[src/rtl/ws2812_frame_scheduler.sv]
// Frame scheduler: picks A or B on each refresh tick, scales the chosen colour, builds a packed frame into a shadow buffer and hands it to the ws2812 driver.
// Latency: grant to commit takes NUM_LEDS+2 cycles minimum (1 scale cycle, NUM_LEDS build cycles, then a commit edge).
// Backpressure: the commit waits in WAIT while drv_idle is low; ticks that arrive meanwhile coalesce into one pending request, and overrun records any that were dropped.
module ws2812_frame_scheduler #(
  parameter int NUM_LEDS       = 16,
  parameter int REFRESH_CYCLES = 240000,
  parameter int MAX_SKIP       = 3
) (
  input  logic                  CLK,
  input  logic                  RESET_N,
  input  logic                  req_a,
  input  logic [NUM_LEDS-1:0]   bitmap_a,
  input  logic [23:0]           colour_a,
  input  logic                  req_b,
  input  logic [NUM_LEDS-1:0]   bitmap_b,
  input  logic [23:0]           colour_b,
  output logic                  gnt_a,
  output logic                  gnt_b,
  input  logic [7:0]            brightness,
  input  logic                  drv_idle,
  output logic [24*NUM_LEDS-1:0] frame_out,
  output logic                  commit,
  output logic                  overrun
);

  localparam int CNT_W  = (REFRESH_CYCLES > 1) ? $clog2(REFRESH_CYCLES) : 1;
  localparam int IDX_W  = (NUM_LEDS > 1) ? $clog2(NUM_LEDS) : 1;
  localparam int SKIP_W = (MAX_SKIP > 0) ? $clog2(MAX_SKIP + 1) : 1;

  typedef enum logic [1:0] {IDLE, SCALE, BUILD, WAIT} state_t;

  state_t                  state;
  logic [CNT_W-1:0]        tick_cnt;
  logic                    tick;
  logic                    pending;
  logic [SKIP_W-1:0]       skip;
  logic [NUM_LEDS-1:0]     cap_bitmap;
  logic [23:0]             cap_colour;
  logic [23:0]             scaled;
  logic [IDX_W-1:0]        idx;
  logic [24*NUM_LEDS-1:0]  shadow;
  logic                    any_req;
  logic                    a_wins;

  assign tick    = (tick_cnt == '0);
  assign any_req = req_a | req_b;
  // B has priority, except that A is forced once it has been passed over MAX_SKIP times in a row
  assign a_wins  = req_a & (~req_b | (skip == SKIP_W'(MAX_SKIP)));

  // (c * (brightness+1)) >> 8 on a 17-bit product; 255 leaves c unchanged, 0 blanks it
  function automatic logic [7:0] scale_byte(input logic [7:0] c, input logic [7:0] br);
    logic [16:0] prod;
    prod = {9'd0, c} * {8'd0, ({1'b0, br} + 9'd1)};
    return prod[15:8];
  endfunction

  // Refresh divider: count down from REFRESH_CYCLES-1 and reload on reaching zero
  always_ff @(posedge CLK) begin
    if (!RESET_N)
      tick_cnt <= CNT_W'(REFRESH_CYCLES - 1);
    else if (tick)
      tick_cnt <= CNT_W'(REFRESH_CYCLES - 1);
    else
      tick_cnt <= tick_cnt - CNT_W'(1);
  end

  // Pending tick latch: IDLE consumes it (granted or not), a fresh tick wins, a tick on top of one still pending sets overrun
  always_ff @(posedge CLK) begin
    if (!RESET_N) begin
      pending <= 1'b0;
      overrun <= 1'b0;
    end else begin
      if (tick)
        pending <= 1'b1;
      else if (state == IDLE && pending)
        pending <= 1'b0;
      if (tick && pending)
        overrun <= 1'b1;
    end
  end

  // Main sequencer: arbitrate, scale, build shadow one LED per cycle, commit while the driver is idle
  always_ff @(posedge CLK) begin
    if (!RESET_N) begin
      state     <= IDLE;
      frame_out <= '0;
      gnt_a     <= 1'b0;
      gnt_b     <= 1'b0;
      commit    <= 1'b0;
      skip      <= '0;
      idx       <= '0;
    end else begin
      gnt_a  <= 1'b0;
      gnt_b  <= 1'b0;
      commit <= 1'b0;
      case (state)
        IDLE: begin
          if (pending && any_req) begin
            if (a_wins) begin
              gnt_a      <= 1'b1;
              cap_bitmap <= bitmap_a;
              cap_colour <= colour_a;
              skip       <= '0;
            end else begin
              gnt_b      <= 1'b1;
              cap_bitmap <= bitmap_b;
              cap_colour <= colour_b;
              skip       <= req_a ? skip + SKIP_W'(1) : '0;
            end
            state <= SCALE;
          end
        end
        SCALE: begin
          scaled <= {scale_byte(cap_colour[23:16], brightness),
                     scale_byte(cap_colour[15:8],  brightness),
                     scale_byte(cap_colour[7:0],   brightness)};
          idx    <= '0;
          state  <= BUILD;
        end
        BUILD: begin
          shadow[24*idx +: 24] <= cap_bitmap[idx] ? scaled : 24'h0;
          if (idx == IDX_W'(NUM_LEDS - 1))
            state <= WAIT;
          else
            idx <= idx + IDX_W'(1);
        end
        WAIT: begin
          if (drv_idle) begin
            frame_out <= shadow;
            commit    <= 1'b1;
            state     <= IDLE;
          end
        end
        default: state <= IDLE;
      endcase
    end
  end

endmodule

[config.mk]
export PLATFORM = sky130hd
export DESIGN_NAME = ws2812_frame_scheduler
export DESIGN_NICKNAME = d
export VERILOG_FILES = /design/src/rtl/ws2812_frame_scheduler.sv
export SDC_FILE = /design/constraint.sdc
export NUM_CORES = 2
export LEC_CHECK = 0
export ABC_AREA = 1
export ABC_CLOCK_PERIOD_IN_PS = 15700
export BUFFER_PORTS_ARGS = -buffer_cell sky130_fd_sc_hd__buf_2
export CORE_MARGIN = 2
export CORE_UTILIZATION = 43
export CTS_BUF_LIST = sky130_fd_sc_hd__clkbuf_4 sky130_fd_sc_hd__clkbuf_8
export CTS_CLUSTER_SIZE = 24
export DETAILED_ROUTE_END_ITERATION = 10
export PLACE_DENSITY = 0.72
export SLEW_MARGIN = 20
export SYNTH_ARGS = -nofsm -noshare
export SYNTH_HDL_FRONTEND = slang
export SYNTH_SLANG_ARGS = --single-unit
export TNS_END_PERCENT = 50
[constraint.sdc]
create_clock -name CLK -period 15.7 [get_ports CLK]
set_input_delay 1.57 -clock CLK [delete_from_list [all_inputs] [get_ports CLK]]
set_output_delay 1.57 -clock CLK [all_outputs]
set_load 0.03 [all_outputs]
==> results.ini <==
[routing]
wl_per_cell_microns=20.6
via_count=32406
drt_first_iter_violations=3372
wirelength_microns=126000
ant_nets=0
firstDrtPassIters=7
route.detailed.drc=0
avgViaCountPerCell=5.31

[die]
die_h_microns=308
io_pins=481
die-area_sq_um=95100
start_util=0.434
fp.dieW_microns=308
row_count=111
core_sq_um=91700

[critical_path]
start_kind=primary input
arrival_ps=7150
reg2reg_slack_ps=10000
reg2regPathDepth=11
worst-setup-path-type=primary input to flop
crit_end=scaled[15]
crit_fanout=20
r2r-start=idx[0]
cp-startpoint=brightness[0]
r2r_end=shadow[234]
required_ps=16280
end_kind=flop

[clocking]
clkTransAtPathRegs_ps=50
clock-sinks=863
cts_tree=built
ctsHoldBuffers=0
clock_latency_ps=840
cts_buffer_depth=3
root_buffer=clkbuf_8
post_cts_resize_count=0
cts_setup_buffers=0
htree_levels=4
cts-buffers-inserted=142

[placement]
port_buffers=480
hpwlAfterDp_microns=90500
pre_cts_slack_ps=8330
gp_congestion=0.983
dp.cells=5839

[logic_synthesis]
yosysWarnings=0
yosys_register_bits=863
synthesis.nets=4736
synth_edf_count=448
synth_cell_types=44
synth_top_cell_area_share=0.338
synth_area_sq_um=39800
synth_top_cell_by_area=edfxtp_1
async_reset_ff_frac=0
synthTopCellsByArea=edfxtp_1 34%, dfxtp_1 21%, nor2_1 12%
synth.avg_cell_area_sq_um=9.03
synth_cells=4412
synth_seq_area_share=0.546
ys.flop_type=edfxtp_1

[power_and_ir_drop]
power.leakage_nw=19.9
peakVddDrop_uv=106
powerDensity_nw_per_um2=142

[worst_hold_path]
hold_depth=1
hold_class=flop to flop

[grt]
grt_pass1_wl_microns=185000
antenna_found_initial=1
grt_pass1_vias=30721
grt_use_total=0.260
grt_max_degree=145
grt_overflow=0

[sta]
relSlewSlack=0.256
post-route-min-period_ps=6580
setup_tns_ps=0
skew_ps=50.3
layout_setup_ws_ps=9120
finalSetupViolCount=0
finalMaxSlewViolations=0
worst_pin_slew_ps=1120
hold_slack_ps=407
timing.final.crit_share=0.419
rsz0062_at_grt=false
clock.fmax_mhz=152
hold_viol=0

[outcome]
outcome=completed

[final_layout]
drive_gt1_frac=0.166
layout.cells.most_common=nor2_1
final_cell_mix=1275 x nor2_1, 524 x nand2_1, 479 x buf_2, 448 x edfxtp_1, 431 x o21ai_0
area.growth.synth_to_final_pct=15.6
final_nets=5122
finalNonFillerCells=6106

[job]
maxCapViolations=0

[stage by stage]
stage,utilization,power (mW),cell area (sq um)
3_5_place_dp,0.467,4.43,42800
6_report,0.502,6.56,46000
3_3_place_gp,0.467,4.40,42800
5_1_grt,0.502,6.85,46000
4_1_cts,0.502,6.56,46000
2_1_floorplan,-,3.85,39800
[power by group]
group	total (mW)	leakage (nW)	internal, mW	switching (mW)
registers	2.58	8.18	2.49	0.0857
clock network	2.14	1.66	1.21	0.927
logic	1.84	10.1	0.438	1.40
[how the worst min path moves through the flow]
stage / startpoint / to / slack [ps]
after detailed placement: tick_cnt[0] / tick_cnt[0] / 400
final: tick_cnt[0] / tick_cnt[0] / 410
after floorplan: tick_cnt[0] / tick_cnt[0] / 380
after global routing: tick_cnt[0] / tick_cnt[0] / 440
after CTS: tick_cnt[0] / tick_cnt[0] / 410
after global placement: tick_cnt[0] / tick_cnt[0] / 390
[state kept, by name, indices dropped and copies added, names as in the netlist]
name        cells
shadow        384
scaled         24
cap_colour     24
skip            2
commit          1
frame_out     384
gnt_b           1
pending         1
idx             4
state           2
overrun         1
tick_cnt       18
cap_bitmap     16
gnt_a           1
[per-layer routing]
layer  up-vias  wire length (microns)  share of wire  GRT usage
li1      15218                      -              -          -
met1     15388                  47900           0.38      0.311
met2      1496                  60900           0.48      0.437
met3       304                   9780          0.078     0.0512
met4         0                   7120          0.057      0.148
met5         -                      0              0          0
[critical path, cell delays in order]
cell,delay (ps)
buf_2,360
ha_1,250
nand2_1,90
o21ai_0,170
nand2_1,370
inv_1,550
nand2_1,150
fa_1,500
fa_1,500
inv_1,60
fa_1,500
fa_1,490
ha_1,320
a21oi_1,140
o21ai_0,90
a21oi_1,410
o21bai_1,170
nand2_1,90
nand2_1,100
nand2_1,100
nand3_1,60
nand2_1,60
nand2_1,40
[area by class of cell]
| cell class | count | area, sq um |
|---|---|---|
| diodes | 1 | 2.50 |
| clock buffers | 230 | 2770 |
| clock inverters | 35 | 378 |
| fillers | 8620 | 45600 |
| inverters | 300 | 1140 |
| multi-input cells | 2984 | 15900 |
| flip-flops and latches | 863 | 21800 |
| well taps | 1186 | 1480 |
| repair buffers | 507 | 2630 |
[cells by family (layout without fill, tap and decap cells)]
kind of cell,after synthesis,count (layout),synth area share
and+or+nand+nor,2128,2128,0.217
DFF,863,863,0.546
xor gates and xnor gates,40,40,0.00880
other,0,1,0
AOI/OAI and AO/OA,585,585,0.0755
adders and majority gates,231,231,0.0954
buffers and inverters,565,1072,0.0564
[Yosys cell counts, types with 6 or more instances]
cell type,number
nand4_1,102
o21ai_0,431
nor3_1,16
xnor2_1,16
nand2_1,525
o21ai_2,8
a21oi_1,98
edfxtp_1,448
fa_1,121
ha_1,110
inv_2,10
nand4_2,6
buf_1,14
buf_2,54
xor2_1,24
inv_1,288
nor2_1,1276
clkbuf_1,186
nand3_1,172
dfxtp_1,415
o21ai_1,26
(Power assumes the default switching activity.)
